File: config.mk
export PLATFORM = sky130hd
export DESIGN_NAME = stopwatch_ctrl_flat
export DESIGN_NICKNAME = d
export VERILOG_FILES = /design/src/rtl/stopwatch_ctrl_pkg.sv /design/src/rtl/stopwatch_ctrl_if.sv /design/src/rtl/stopwatch_ctrl_tick_divider.sv /design/src/rtl/stopwatch_ctrl.sv /design/src/flat_wrapper.sv
export SDC_FILE = /design/constraint.sdc
export NUM_CORES = 1
export LEC_CHECK = 0
export CAP_MARGIN = 20
export CORE_UTILIZATION = 49
export CTS_CLUSTER_SIZE = 24
export DETAILED_ROUTE_END_ITERATION = 8
export PLACE_DENSITY = 0.75
export SYNTH_ARGS = -nofsm -noshare
export SYNTH_HDL_FRONTEND = slang
export SYNTH_SLANG_ARGS = --single-unit
export TNS_END_PERCENT = 20
File: constraint.sdc
create_clock -name Clock -period 1.9 [get_ports Clock]
set_input_delay 0.38 -clock Clock [delete_from_list [all_inputs] [get_ports Clock]]
set_output_delay 0.38 -clock Clock [all_outputs]
set_load 0.1 [all_outputs]
File: src/rtl/stopwatch_ctrl_pkg.sv
// Purpose : shared types and constants for the stopwatch sequencer and its digit chain.
// Latency : n/a (declarations only).
// Backpr. : n/a.
package stopwatch_pkg;

  // Sequencer states; encodings are fixed so they read the same in every dump.
  typedef enum logic [1:0] {
    IDLE  = 2'd0,
    RUN   = 2'd1,
    PAUSE = 2'd2,
    CLEAR = 2'd3
  } sw_state_e;

  // Hundredths, tenths, seconds-units, seconds-tens.
  localparam int NUM_DIG_DEF = 4;

  // Terminal value of each digit, index 0 = least significant digit.
  localparam int DIG_TERM [NUM_DIG_DEF] = '{9, 9, 9, 5};

endpackage

File: src/rtl/stopwatch_ctrl_if.sv
// Purpose : control/status bundle between the stopwatch sequencer and the digit chain.
// Latency : n/a (wires only).
// Backpr. : none; all signals are single-cycle pulses or levels.
// Ports   : master = input side (buttons + chain status), slave = the sequencer.
interface stopwatch_ctrl_if
  import stopwatch_pkg::*;
#(
  parameter int NUM_DIG = NUM_DIG_DEF
);

  logic               start_stop;
  logic               clear_req;
  logic               lap;
  logic [NUM_DIG-1:0] at_max;
  logic               tick;
  logic [NUM_DIG-1:0] dig_en;
  logic               dig_clr;
  logic               running;
  logic               wrap;
  logic               lap_hold;

  modport master (
    output start_stop, clear_req, lap, at_max,
    input  tick, dig_en, dig_clr, running, wrap, lap_hold
  );

  modport slave (
    input  start_stop, clear_req, lap, at_max,
    output tick, dig_en, dig_clr, running, wrap, lap_hold
  );

endinterface

File: src/rtl/stopwatch_ctrl_tick_divider.sv
// Purpose : divides Clock down to a one-cycle timebase pulse every TICK_DIV cycles of run.
// Latency : tick is registered; it is high the cycle after the count reaches TICK_DIV-1.
// Backpr. : run=0 freezes the count (phase kept); clr zeroes it and drops any pending tick.
// Ports   : Clock, Resetn (async, active-low), run, clr, tick.
module tick_divider #(
  parameter int TICK_DIV = 500000,
  parameter int DIV_W    = 19
) (
  input  logic Clock,
  input  logic Resetn,
  input  logic run,
  input  logic clr,
  output logic tick
);

  localparam logic [DIV_W-1:0] LAST = DIV_W'(TICK_DIV - 1);

  logic [DIV_W-1:0] cnt;

  always_ff @(posedge Clock or negedge Resetn) begin
    if (!Resetn) begin
      cnt  <= '0;
      tick <= 1'b0;
    end else if (clr) begin
      cnt  <= '0;
      tick <= 1'b0;
    end else if (run) begin
      if (cnt == LAST) begin
        cnt  <= '0;
        tick <= 1'b1;
      end else begin
        cnt  <= cnt + DIV_W'(1);
        tick <= 1'b0;
      end
    end else begin
      // Paused: hold the partial count so resume keeps the sub-tick phase.
      tick <= 1'b0;
    end
  end

endmodule

File: src/rtl/stopwatch_ctrl.sv
// Purpose : run/pause/clear sequencer for the stopwatch digit chain; timebase, carry enables, clear.
// Latency : start_stop -> running next cycle -> first tick TICK_DIV+1 cycles after the pulse.
// Backpr. : none; pulses are accepted every cycle except during the single CLEAR cycle.
// Ports   : Clock, Resetn (async, active-low), sw (stopwatch_ctrl_if.slave).
// Options : define LAP_EN to enable the lap display hold; otherwise lap is ignored, lap_hold=0.
module stopwatch_ctrl
  import stopwatch_pkg::*;
#(
  parameter int TICK_DIV = 500000,
  parameter int DIV_W    = 19,
  parameter int NUM_DIG  = NUM_DIG_DEF
) (
  input  logic            Clock,
  input  logic            Resetn,
  stopwatch_ctrl_if.slave sw
);

  sw_state_e state;
  logic      running_q;
  logic      clr_q;
  logic      lap_q;

  logic      div_run;
  logic      div_clr;
  logic      div_tick;
  logic      tick_out;

  logic [NUM_DIG-1:0] en;
  logic               carry;

  assign div_run = (state == RUN);
  assign div_clr = (state == IDLE) || (state == CLEAR);

  tick_divider #(
    .TICK_DIV (TICK_DIV),
    .DIV_W    (DIV_W)
  ) u_div (
    .Clock  (Clock),
    .Resetn (Resetn),
    .run    (div_run),
    .clr    (div_clr),
    .tick   (div_tick)
  );

  // clear_req is tested first in every state so it wins over start_stop.
  always_ff @(posedge Clock or negedge Resetn) begin
    if (!Resetn) begin
      state     <= IDLE;
      running_q <= 1'b0;
      clr_q     <= 1'b0;
      lap_q     <= 1'b0;
    end else begin
      clr_q <= 1'b0;
      unique case (state)
        IDLE, PAUSE: begin
          if (sw.clear_req) begin
            state <= CLEAR;
            clr_q <= 1'b1;
            lap_q <= 1'b0;
          end else if (sw.start_stop) begin
            state     <= RUN;
            running_q <= 1'b1;
          end
        end
        RUN: begin
          if (sw.clear_req) begin
            state     <= CLEAR;
            running_q <= 1'b0;
            clr_q     <= 1'b1;
            lap_q     <= 1'b0;
          end else begin
            if (sw.start_stop) begin
              state     <= PAUSE;
              running_q <= 1'b0;
            end
`ifdef LAP_EN
            if (sw.lap) begin
              lap_q <= ~lap_q;
            end
`endif
          end
        end
        CLEAR: begin
          // Single-cycle state; any pulse seen here is dropped.
          state <= IDLE;
        end
        default: begin
          state     <= IDLE;
          running_q <= 1'b0;
        end
      endcase
    end
  end

  // A tick registered on the same edge that leaves RUN must not reach the chain.
  assign tick_out = div_tick & running_q;

  // Ripple carry: digit i counts when the tick is present and every lower digit is at max.
  always_comb begin
    en    = '0;
    carry = tick_out;
    for (int i = 0; i < NUM_DIG; i++) begin
      en[i] = carry;
      carry = carry & sw.at_max[i];
    end
  end

  assign sw.tick    = tick_out;
  assign sw.dig_en  = en;
  assign sw.wrap    = carry;
  assign sw.dig_clr = clr_q;
  assign sw.running = running_q;

`ifdef LAP_EN
  assign sw.lap_hold = lap_q;
`else
  assign sw.lap_hold = 1'b0;
  logic unused_lap;
  assign unused_lap = sw.lap ^ lap_q;
`endif

endmodule

File: src/flat_wrapper.sv
// flat-port wrapper written by rule: the top's interface ports become plain ports
module stopwatch_ctrl_flat import stopwatch_pkg::*;
#(
  parameter int TICK_DIV = 500000,
  parameter int DIV_W    = 19,
  parameter int NUM_DIG  = NUM_DIG_DEF
)
  (Clock, Resetn, sw_start_stop, sw_clear_req, sw_lap, sw_at_max, sw_tick, sw_dig_en, sw_dig_clr, sw_running, sw_wrap, sw_lap_hold);
  stopwatch_ctrl_if #(.NUM_DIG(NUM_DIG)) sw_i ();
  input  logic Clock;
  input  logic Resetn;
  input wire logic [$bits(sw_i.start_stop)-1:0] sw_start_stop;
  input wire logic [$bits(sw_i.clear_req)-1:0] sw_clear_req;
  input wire logic [$bits(sw_i.lap)-1:0] sw_lap;
  input wire logic [$bits(sw_i.at_max)-1:0] sw_at_max;
  output wire logic [$bits(sw_i.tick)-1:0] sw_tick;
  output wire logic [$bits(sw_i.dig_en)-1:0] sw_dig_en;
  output wire logic [$bits(sw_i.dig_clr)-1:0] sw_dig_clr;
  output wire logic [$bits(sw_i.running)-1:0] sw_running;
  output wire logic [$bits(sw_i.wrap)-1:0] sw_wrap;
  output wire logic [$bits(sw_i.lap_hold)-1:0] sw_lap_hold;
  assign sw_i.start_stop = sw_start_stop;
  assign sw_i.clear_req = sw_clear_req;
  assign sw_i.lap = sw_lap;
  assign sw_i.at_max = sw_at_max;
  assign sw_tick = sw_i.tick;
  assign sw_dig_en = sw_i.dig_en;
  assign sw_dig_clr = sw_i.dig_clr;
  assign sw_running = sw_i.running;
  assign sw_wrap = sw_i.wrap;
  assign sw_lap_hold = sw_i.lap_hold;
  stopwatch_ctrl #(.TICK_DIV(TICK_DIV), .DIV_W(DIV_W), .NUM_DIG(NUM_DIG)) u_core (.Clock(Clock), .Resetn(Resetn), .sw(sw_i));
endmodule
# Yosys cells after proc, flatten, opt, wreduce, memory -nomap -nowiden
# Cells that the tools add are included.
dict set report classes {
  mux 18
  bitwise_logic 5
  n_addsub 1
  n_eq_ne 8
  reduce_logical 8
}
# operator n
set op_table {}
lappend op_table {{$mux 19} 3}
lappend op_table {{$add 19x1->19 const B} 1}
lappend op_table {{$eq 19x19->1 const B} 1}
lappend op_table {{$mux 1} 9}
lappend op_table {{$mux 2} 4}
lappend op_table {{$ne 3x3->1 const B} 2}
lappend op_table {{$pmux 2 s3} 1}
lappend op_table {{$and 1x1->1} 5}
lappend op_table {{$eq 2x2->1 const B} 2}
lappend op_table {{$ne 2x2->1 const B} 2}
lappend op_table {{$reduce_and 4->1} 1}
lappend op_table {{$reduce_bool 2->1} 2}
lappend op_table {{$reduce_or 3->1} 1}
lappend op_table {{$eq 2x1->1 const B} 1}
lappend op_table {{$logic_not 2->1} 1}
lappend op_table {{$pmux 1 s2} 1}
lappend op_table {{$reduce_and 2->1} 1}
lappend op_table {{$reduce_or 2->1} 1}
lappend op_table {{$logic_or 1x1->1} 1}
dict set report totals {
  out_inout_bits 9
  ff_bits 24
  inputBits 9
}

# Depth between registers and ports, before layout
# Gate-level depths: netlist of run 1.
dict set report logic_depth {
  word_depth 5
  depth_mapped 8
}

# Cells and area by module
# From an unflattened synthesis of run 1, not the netlist that was laid out.
dict set report hier_totals {
  hier_cells 151
  hier_area_um2 1427.6
}
# module area_per_inst_um2 instances cells_each seq_area_each_um2
set by_module_without_submodules {}
lappend by_module_without_submodules {tick_divider 1083.5 1 113 500.5}
lappend by_module_without_submodules {stopwatch_ctrl 344.1 1 38 100.1}

# Worst setup path before layout of run 1
# No wires, ideal clock.
dict set report synth_path {
  path_type {register -> output}
  from {reg u_core.running_q, in the netlist u_core.sw.running}
  to {out sw_wrap}
  required_ns 1.520
  n_path_buf 0
  path_slack_ns -2.145
  stages_incl_launch_ff 4
  t_arrival_ns 3.665
  path_cell_list {dfrtp_1 > and3_1 > and3_1 > and2_1}
}
dict set report synth_via {
  elab_chain_len 5
}
# item line
set synth_lines {}
lappend synth_lines {{start: declaration} stopwatch_ctrl.sv:19} ;# logic running_q;
lappend synth_lines {{start signal: assignment} stopwatch_ctrl.sv:49} ;# running_q <= 1'b0;
lappend synth_lines {{start signal: assignment} stopwatch_ctrl.sv:62} ;# running_q <= 1'b1;
lappend synth_lines {{start signal: assignment} stopwatch_ctrl.sv:68} ;# running_q <= 1'b0;
lappend synth_lines {{$and 1x1->1} stopwatch_ctrl.sv:96} ;# assign tick_out = div_tick & running_q;
lappend synth_lines {{$and 1x1->1} stopwatch_ctrl.sv:104} ;# carry = carry & sw.at_max[i];
lappend synth_lines {{named net sw_dig_en[1]} flat_wrapper.sv:17} ;# output wire logic [$bits(sw_i.dig_en)-1:0] sw_dig_en;
lappend synth_lines {{$and 1x1->1 (2 in series)} stopwatch_ctrl.sv:104}
lappend synth_lines {{named net sw_dig_en[3]} flat_wrapper.sv:17}
lappend synth_lines {{$and 1x1->1} stopwatch_ctrl.sv:104}
lappend synth_lines {{end: declaration} flat_wrapper.sv:20} ;# output wire logic [$bits(sw_i.wrap)-1:0] sw_wrap;
# The timed path passes the listed nets, and every way through them passes these cells.

# Worst setup path after layout of run 1
dict set report layout_path {
  from {reg u_core.running_q, in the netlist u_core.sw.running}
  to {out sw_dig_en[2]}
}
dict set report layout_via {
  elab_chain_len 3
}
# item line
set layout_lines {}
lappend layout_lines {{$and 1x1->1} stopwatch_ctrl.sv:96}
lappend layout_lines {{$and 1x1->1 (2 in series)} stopwatch_ctrl.sv:104}
lappend layout_lines {{end: declaration} flat_wrapper.sv:17}
# No other way between the ends.

==> results, run 1 <==
- Net switching is 45.2% of the power.
- In this run the static leakage power is 0.802 nW.
- The cell area after layout is 1820 um2.
- The root buffer cell is sky130_fd_sc_hd__clkbuf_4.
- Prior to clock tree synthesis, the placed netlist has a worst setup slack of 0.000954 ns.
- 18 I/O pins were placed.
- The total of hold buffers inserted after clock tree synthesis is 0.
- No sink is reached through more buffers than the 2 on the longest clock path.
- The placer congestion estimate is ~0.88.
- The internal portion of total power is about 0.0011 W.
- The worst setup path is launched from a flip-flop.
- The number of placement rows is 19.
- The cell count after synthesis is 157.
- After detailed routing, the number of vias per cell comes to 6.01.
- After layout, the worst path uses 96.6% of the clock period.
- In this run, synthesis inferred 0 flip-flops with an integrated enable.
- The number of max-slew violations in the final report is 0.
- The final count of hold timing violations is 0.
- After detailed routing, the number of remaining DRC violations is 0.
- From bottom edge to top edge, the die measures 56.2 um.
- Setup repair after global routing left no endpoint under its margin.
- The number of search-and-repair iterations in the first detailed-routing pass is 4.
- The worst register-to-register path begins at u_core.u_div.cnt[2]$_DFFE_PN0P_.
- Of all nets on the critical path, the largest fanout is 2.
- IR analysis of the VDD net gives a maximum drop of around 1.1 mV.
- Adding up every negative setup slack in the final design gives 0 ns.
- The routed via count is ~1300.
- The detailed router finished its first iteration with 31 violations.
- Static timing analysis puts the maximum clock frequency at about 540 MHz.
- Counting flops with an async set or reset pin after synthesis yields a share of 100%.
- The tightest min-delay check is of the in -> async type.
- The number of global-route vias before repair is 1273.
- The post-synthesis instance area is 1440 um2.
- The total of buffers placed on input and output ports is 15.
- The area growth from synthesis to layout is 26.3%.
- The number of clock sinks seen by CTS is 24.
- Measured on the finished design, the core utilization comes to 65.9%.
- The initial antenna violation count is 0.
- Between clock sinks in the finished design, the worst skew comes to 0.00883 ns.
- The post-synthesis net count is 173.
- Counting the buffers created by CTS gives 3.
- The run finished with clean final reports.
- The worst-case register-to-register setup slack is 0.15 ns.
- The number of antenna-violating nets in the routed design is 0.
- The required time of the critical path is 1.52 ns.
- The time the worst path needs with I/O delays and setup is between 1.5 and 2 ns.
- The area inside the core boundary is 2760 um2.
- For this run, the leading register cell type out of synthesis is sky130_fd_sc_hd__dfrtp_1.
- The die covers 3160 um2.
- The minimum setup slack in the final design is 0.0651 ns.
- Dividing the detail-routed wire length by the instance count gives 15.0 um.
- The endpoint of the lowest-slack register-to-register path is u_core.u_div.cnt[17]$_DFFE_PN0P_.
- The critical path is of the reg -> out type.
- The final layout net count is 199.
- The CTS tree is done.
- The clock power share is 12.8%.
- Summing all placed instances gives a cell area of 1740 um2.
- Each instance of the synthesized netlist takes up on average ~9.2 um2.
- The number of antenna cells inserted is 0.
- The critical path starts at u_core.sw.running$_DFFE_PN0P_.
- The critical path arrival is between 1 and 1.5 ns.
- The pin count of the biggest net entering global routing is 20.
- The count of warnings emitted by yosys is 0.
- The count of different cell masters after synthesis is 40.
- Counting cells, the worst reg-to-reg path comes to 5.
- The count of maximum capacitance violations is 0.
- For this run the aggregate overflow at the end of global routing stands at 0.
- The total power per unit cell area is 1150 nW/um2.
- Clock-pin slew was measured on the worst setup and hold paths at around 0.12 ns.
- The ratio of cells with drive above 1 in the final layout is between 20% and 30%.
- In this run the horizontal extent of the chip is 56.2 um.
- For this run, the register share of the synthesized area comes to 41.7%.
- Detailed placement finished with a half-perimeter wire length of 2.40 mm.
- Once the floorplan was initialized, standard cells occupied 52.2% of the core.
- The share of total power dissipated in combinational logic is 56.3%.
- The final worst hold slack is 0.281 ns.
- STA classifies the critical path endpoint as an output port.
- The number of register bits inferred by synthesis is 24.
- The aggregate global-route resource usage is 22.2%.
- For this design the total switching power over the nets is 0.000946 W.
- The wire length of the first global-routing pass is 5.60 mm.
- The overall routed net length is 3.19 mm.
- Sequential cells burn a little under a third of the power.
- CTS built an H-tree with a depth of 1.
- The later pin in the worst-skew pair is clocked with a latency of 0.31 ns.
- Setup violations remaining at the end of the flow were counted as 0.
-- cells by family (layout without fill, tap and decap cells) --
family	count (synthesis)	after routing	share of synthesized area, %
and+or+nand+nor	80	80	31.6
AOI/OAI and AO/OA	33	33	15.4
DFF	24	24	41.7
buffers and inverters	11	36	4.35
adders and majority gates	7	7	6.09
other	1	1	0.261
xor gates and xnor gates	1	1	0.609
-- placed cells by master, fill, tap and decap left out, drive strengths merged, types with 5 or more instances in the layout --
| cell | count |
|---|---|
| or3 | 7 |
| o311ai | 5 |
| nor2 | 6 |
| buf | 20 |
| clkdlybuf4s50 | 6 |
| nand3 | 22 |
| nand2 | 21 |
| and3 | 5 |
| o21ai | 9 |
| ha | 7 |
| dfrtp | 24 |
| inv | 5 |
-- registers in the layout, summed over array words and instances (netlist names) --
register           count
u_core.state           2
u_core.sw.dig_clr      1
u_core.sw.running      1
u_core.u_div.cnt      19
u_core.u_div.tick      1
-- synthesized netlist by cell type (all sizes together), types with 2 or more instances --
| cell | instances | area [um2] |
|---|---|---|
| or3 | 7 | 43.8 |
| nor2 | 6 | 22.5 |
| and3 | 5 | 31.3 |
| clkbuf | 2 | 8.75 |
| nor4 | 4 | 55.1 |
| o21ai | 9 | 45.0 |
| nand3 | 22 | 110 |
| inv | 5 | 18.8 |
| ha | 7 | 87.6 |
| buf | 3 | 26.3 |
| dfrtp | 24 | 601 |
| a21oi | 4 | 20.0 |
| and2 | 3 | 18.8 |
| nand4 | 4 | 40.0 |
| nand2 | 21 | 78.8 |
| o21a | 2 | 15.0 |
| nor2b | 4 | 25.0 |
| o31ai | 3 | 22.5 |
| o311ai | 5 | 43.8 |
| a31oi | 3 | 18.8 |
-- timing repair --
item / 4_1_cts / 5_1_grt
resized for setup: 0 / 7
endpoints found under the setup margin: 1 / 12
pin swaps: 1 / 1
buffers inserted: 2 / 0
-- power groups by stage --
stage                     Sequential (W)  Combinational (W)  Clock (W)
after global routing            0.000656            0.00128   0.000293
after detailed placement        0.000665            0.00110          0
final                           0.000646            0.00118   0.000268
after global placement          0.000660            0.00106          0
after floorplan                 0.000794           0.000601          0
after CTS                       0.000642            0.00114   0.000275
-- critical path: stages (launching register included) --
cell and delay (ns):
sky130_fd_sc_hd__dfrtp_4 0.49, sky130_fd_sc_hd__and3_4 0.19, sky130_fd_sc_hd__buf_4 0.13, sky130_fd_sc_hd__and2_1 0.17
sky130_fd_sc_hd__buf_12 0.17
-- worst max-delay path by stage --
stage	cells past startpoint	end
2_1_floorplan	3	sw_wrap
3_3_place_gp	5	sw_wrap
3_5_place_dp	5	sw_wrap
4_1_cts	5	sw_wrap
5_1_grt	4	sw_wrap
6_report	4	sw_dig_en[2]
-- routing by layer --
layer / track usage [%] / part of all wire [%] / vias to the layer above
met5: 0 / 0 / -
met4: 6.97 / 0.94 / 0
met3: 1.86 / 4.8 / 6
met2: 38.6 / 51 / 40
met1: 29.5 / 43 / 610
li1: - / - / 624
-- cell type report --
class                           count  area [um2]
Fill cell                         219         941
Multi-Input combinational cell    122         805
Sequential cell                    24         604
Timing Repair Buffer               27         314
Tap cell                           31        38.8
Clock buffer                        4        36.3
Inverter                            5        18.8
-- metrics by stage --
stage | cells | power (W)
6_report | 213 | 0.00209
2_1_floorplan | 157 | 0.00140
3_3_place_gp | 207 | 0.00172
4_1_cts | 213 | 0.00206
3_5_place_dp | 207 | 0.00177
5_1_grt | 213 | 0.00223
No activity file was read; power rests on OpenSTA's default activity.
==> inputs of run 2 (changes only) <==
--- a/config.mk
+++ b/config.mk
@@ -10,6 +10,7 @@
 export CTS_CLUSTER_SIZE = 24
 export DETAILED_ROUTE_END_ITERATION = 8
 export PLACE_DENSITY = 0.75
+export RECOVER_POWER = 100
 export SYNTH_ARGS = -nofsm -noshare
 export SYNTH_HDL_FRONTEND = slang
 export SYNTH_SLANG_ARGS = --single-unit
==> results, run 2 (synthesis gave the netlist of run 1 again) <==
- The worst max-slew margin expressed relative to the limit is 31.7%.
- The number of placement rows is 19 (unchanged).
- The flow ran to the end, and the final reports show no timing, DRC or antenna violations.
- The effective utilization at floorplan came to 52.2% (unchanged).
- The clock power share is 13.2% (+0.4 points).
- The flip-flop and latch area came to 604 um2 (unchanged).
- The DRC violations left is 0 (unchanged).
- The pin count of the biggest net entering global routing is 20 (unchanged).
- The clock latency reported for the late side of the worst-skew pair is 0.32 ns (about the same).
- Leaving out fill and tap cells, the most frequent cell in the layout is sky130_fd_sc_hd__dfrtp_1.
- The total power per unit cell area is 1160 nW/um2 (+0.44%).
- The number of global-route vias before repair is 1273 (unchanged).
- The critical path arrival came to 1.46 ns (about the same).
- The minimum setup slack in the final design came to 0.0626 ns (-0.00251 ns).
- The total of buffers placed on input and output ports is 15 (unchanged).
- The number of max-slew violations in the final report came to 0 (unchanged).
- The total of fill cells in the finished design is 228 (+4.1%).
- The wire length of the first global-routing pass came to 5.60 mm (unchanged).
- The cell area after placement is 1740 um2 (unchanged).
- The number of clock sinks seen by CTS was 24 (unchanged).
- The routed via count is 1288 (+0.63%).
- For the pin with the worst max-slew slack, the measured transition is 1.02 ns.
- The CTS tree is done.
- In the layout the commonest cells are 23 x sky130_fd_sc_hd__dfrtp_1, 21 x sky130_fd_sc_hd__nand2_1, 20 x sky130_fd_sc_hd__nand3_1.
- The overall power after layout was 0.00203 W (-2.7%).
- The via density per instance was 6.05 (+0.63%).
- The timing-limited maximum frequency came to 544 MHz (-0.14%).
- The total leakage power is 0.781 nW (-2.6%).
- The final worst hold slack was 0.345 ns (+0.0636 ns).
- The post-route clock skew is 0.00787 ns (-0.000964 ns).
- The power dissipated by switching net loads was 0.000939 W (-0.68%).
- The flip-flop count of the largest register after layout is 19 (unchanged).
- The root buffer cell is sky130_fd_sc_hd__clkbuf_4.
- The worst supply voltage drop on vdd is 1.05 mV (-2.4%).
- The setup path with the least slack is of type reg -> out.
- The capturing element type of the critical path is an output port.
- The number of antenna cells inserted is 0 (unchanged).
- The final layout net count is 199 (unchanged).
- The initial antenna violation count is 0 (unchanged).
- The min-delay analysis places its worst path in the category in -> async.
- The placer congestion estimate is 0.884 (unchanged).
- The aggregate global-route resource usage was 22.2% (unchanged).
- The number of buffers added by the clock tree synthesis step is 3 (unchanged).
- The number of DRC markers in iteration 0 came to 28 (-9.7%).
- The internal portion of total power was 0.00110 W (-4.3%).
- The area growth from synthesis to layout is 22.3%.
- The required time of the critical path is 1.52 ns (about the same).
- The area inside the core boundary came to 2760 um2 (unchanged).
- The time the worst path needs with I/O delays and setup came to 1.84 ns (+0.00251 ns).
- The detailed placer's ending HPWL is 2.40 mm (unchanged).
- In the final layout, the registers with the most flip-flops are u_core.u_div.cnt: 19 flops, u_core.state: 2 flops.
- The utilization of the core after routing is 63.8% (-2.0 points).
- The cell area after layout was 1760 um2 (-3.1%).
- The final count of hold timing violations is 0 (unchanged).
- The share of total power in combinational logic is 55.0% (-1.3 points).
- Counting flops per register, the top entry is u_core.u_div.cnt.
- The total global routing overflow is 0 (unchanged).
- The number of search-and-repair iterations in the first detailed-routing pass is 4 (unchanged).
- The count of maximum capacitance violations was 0 (unchanged).
- The die footprint is 3160 um2 (unchanged).
- The final critical-path share of the clock period is 96.7% (+0.13 points).
- The maximum buffer depth of the clock tree is 2 (unchanged).
- The peak fanout along the critical path is 2 (unchanged).
- The overall routed net length is 3.18 mm (-0.13%).
- The number of antenna-violating nets in the routed design came to 0 (unchanged).
- The kind of launch point of the worst setup path is a flip-flop.
- Setup repair after global routing left no endpoint under its margin.
- The worst slack at placement was 0.000954 ns (unchanged).
- The total of hold buffers inserted after clock tree synthesis is 0 (unchanged).
- The count of endpoints failing setup in the final report was 0 (unchanged).
- The width of the die is 56.2 um (unchanged).
- The clock slew at the register clock pins of the worst setup and hold paths is 0.12 ns (about the same).
- The part of the power in registers came to 31.7% (+0.8 points).
- The ratio of cells with drive above 1 in the final layout was 19.2% (-1.6 points).
- The H-tree depth reported by CTS is 1 (unchanged).
- The height of the die is 56.2 um (unchanged).
- The average wire per cell in the routed design is 14.9 um (-0.13%).
- The switching share of total power came to 46.2% (+0.93 points).
- The top-level I/O count is 18 (unchanged).
- The footprint of the multi-input gates is 803 um2 (-0.16%).
run 2: cell count changes in the layout (fill, tap and decap cells not counted), moves of 2 or more:
| cell | change |
|---|---|
| sky130_fd_sc_hd__clkbuf_1 | +2 |
| sky130_fd_sc_hd__buf_4 | -2 |
| sky130_fd_sc_hd__buf_12 | -4 |
| sky130_fd_sc_hd__buf_6 | +2 |
run 2: worst paths after layout:
path	startpoint	to	slack (ns)	cells past startpoint
max	u_core.sw.running$_DFFE_PN0P_	sw_wrap	0.06	4
min	Resetn	u_core.u_div.tick$_DFF_PN0_	0.34	1
max reg2reg	u_core.u_div.cnt[2]$_DFFE_PN0P_	u_core.u_div.cnt[17]$_DFFE_PN0P_	0.13	5
min reg2reg	u_core.u_div.cnt[11]$_DFFE_PN0P_	u_core.u_div.cnt[11]$_DFFE_PN0P_	0.56	1
max in group asynchronous	Resetn	u_core.u_div.cnt[2]$_DFFE_PN0P_	0.36	2
min in group Clock	u_core.u_div.cnt[11]$_DFFE_PN0P_	u_core.u_div.cnt[11]$_DFFE_PN0P_	0.56	1
run 2: worst max-delay path, stage by stage (launching register included):
cell	delay, ns
sky130_fd_sc_hd__dfrtp_4	0.49
sky130_fd_sc_hd__and3_4	0.19
sky130_fd_sc_hd__and3_4	0.17
sky130_fd_sc_hd__and2_4	0.14
sky130_fd_sc_hd__buf_12	0.16
run 2: power groups by stage:
| stage | clock [W] | combinational, W | sequential (W) |
|---|---|---|---|
| floorplan | 0 | 0.000601 | 0.000794 |
| global placement | 0 | 0.00106 | 0.000660 |
| global route | 0.000293 | 0.00122 | 0.000656 |
| finish | 0.000269 | 0.00112 | 0.000646 |
| CTS | 0.000275 | 0.00114 | 0.000642 |
| detailed placement | 0 | 0.00110 | 0.000665 |
run 2: metal layers:
metal	GRT usage [%]	vias up	routed length, um
met5	0	-	0
met4	6.97	0	36
met3	1.86	5	129
met2	38.6	32	1630
met1	29.5	622	1390
li1	-	629	-
run 2: timing repair:
action                                  CTS  global route
buffers inserted                          2             0
endpoints found under the setup margin    1            12
gates cloned                              0             0
resized for setup                         0             7
pin swaps                                 1             1
run 2: area by class of cell:
cell class / count / share of cell area [%]
Multi-Input combinational cell: 122 / 45.6
Sequential cell: 24 / 34.3
Clock buffer: 4 / 2.06
Timing Repair Buffer: 27 / 14.7
Tap cell: 31 / 2.20
Inverter: 5 / 1.07
run 2: per-stage QoR:
step / setup TNS [ns] / std cells
2_1_floorplan: -1.11 / 157
5_1_grt: 0 / 213
4_1_cts: 0 / 213
6_report: 0 / 213
3_3_place_gp: 0 / 207
3_5_place_dp: 0 / 207
==> inputs of run 3 (changes only) <==
--- a/config.mk
+++ b/config.mk
@@ -5,7 +5,7 @@
 export SDC_FILE = /design/constraint.sdc
 export NUM_CORES = 1
 export LEC_CHECK = 0
-export CAP_MARGIN = 20
+export CAP_MARGIN = 0
 export CORE_UTILIZATION = 49
 export CTS_CLUSTER_SIZE = 24
 export DETAILED_ROUTE_END_ITERATION = 8
==> results of run 3 <==
Final layout, timing and power as in run 2 (identical DEF).
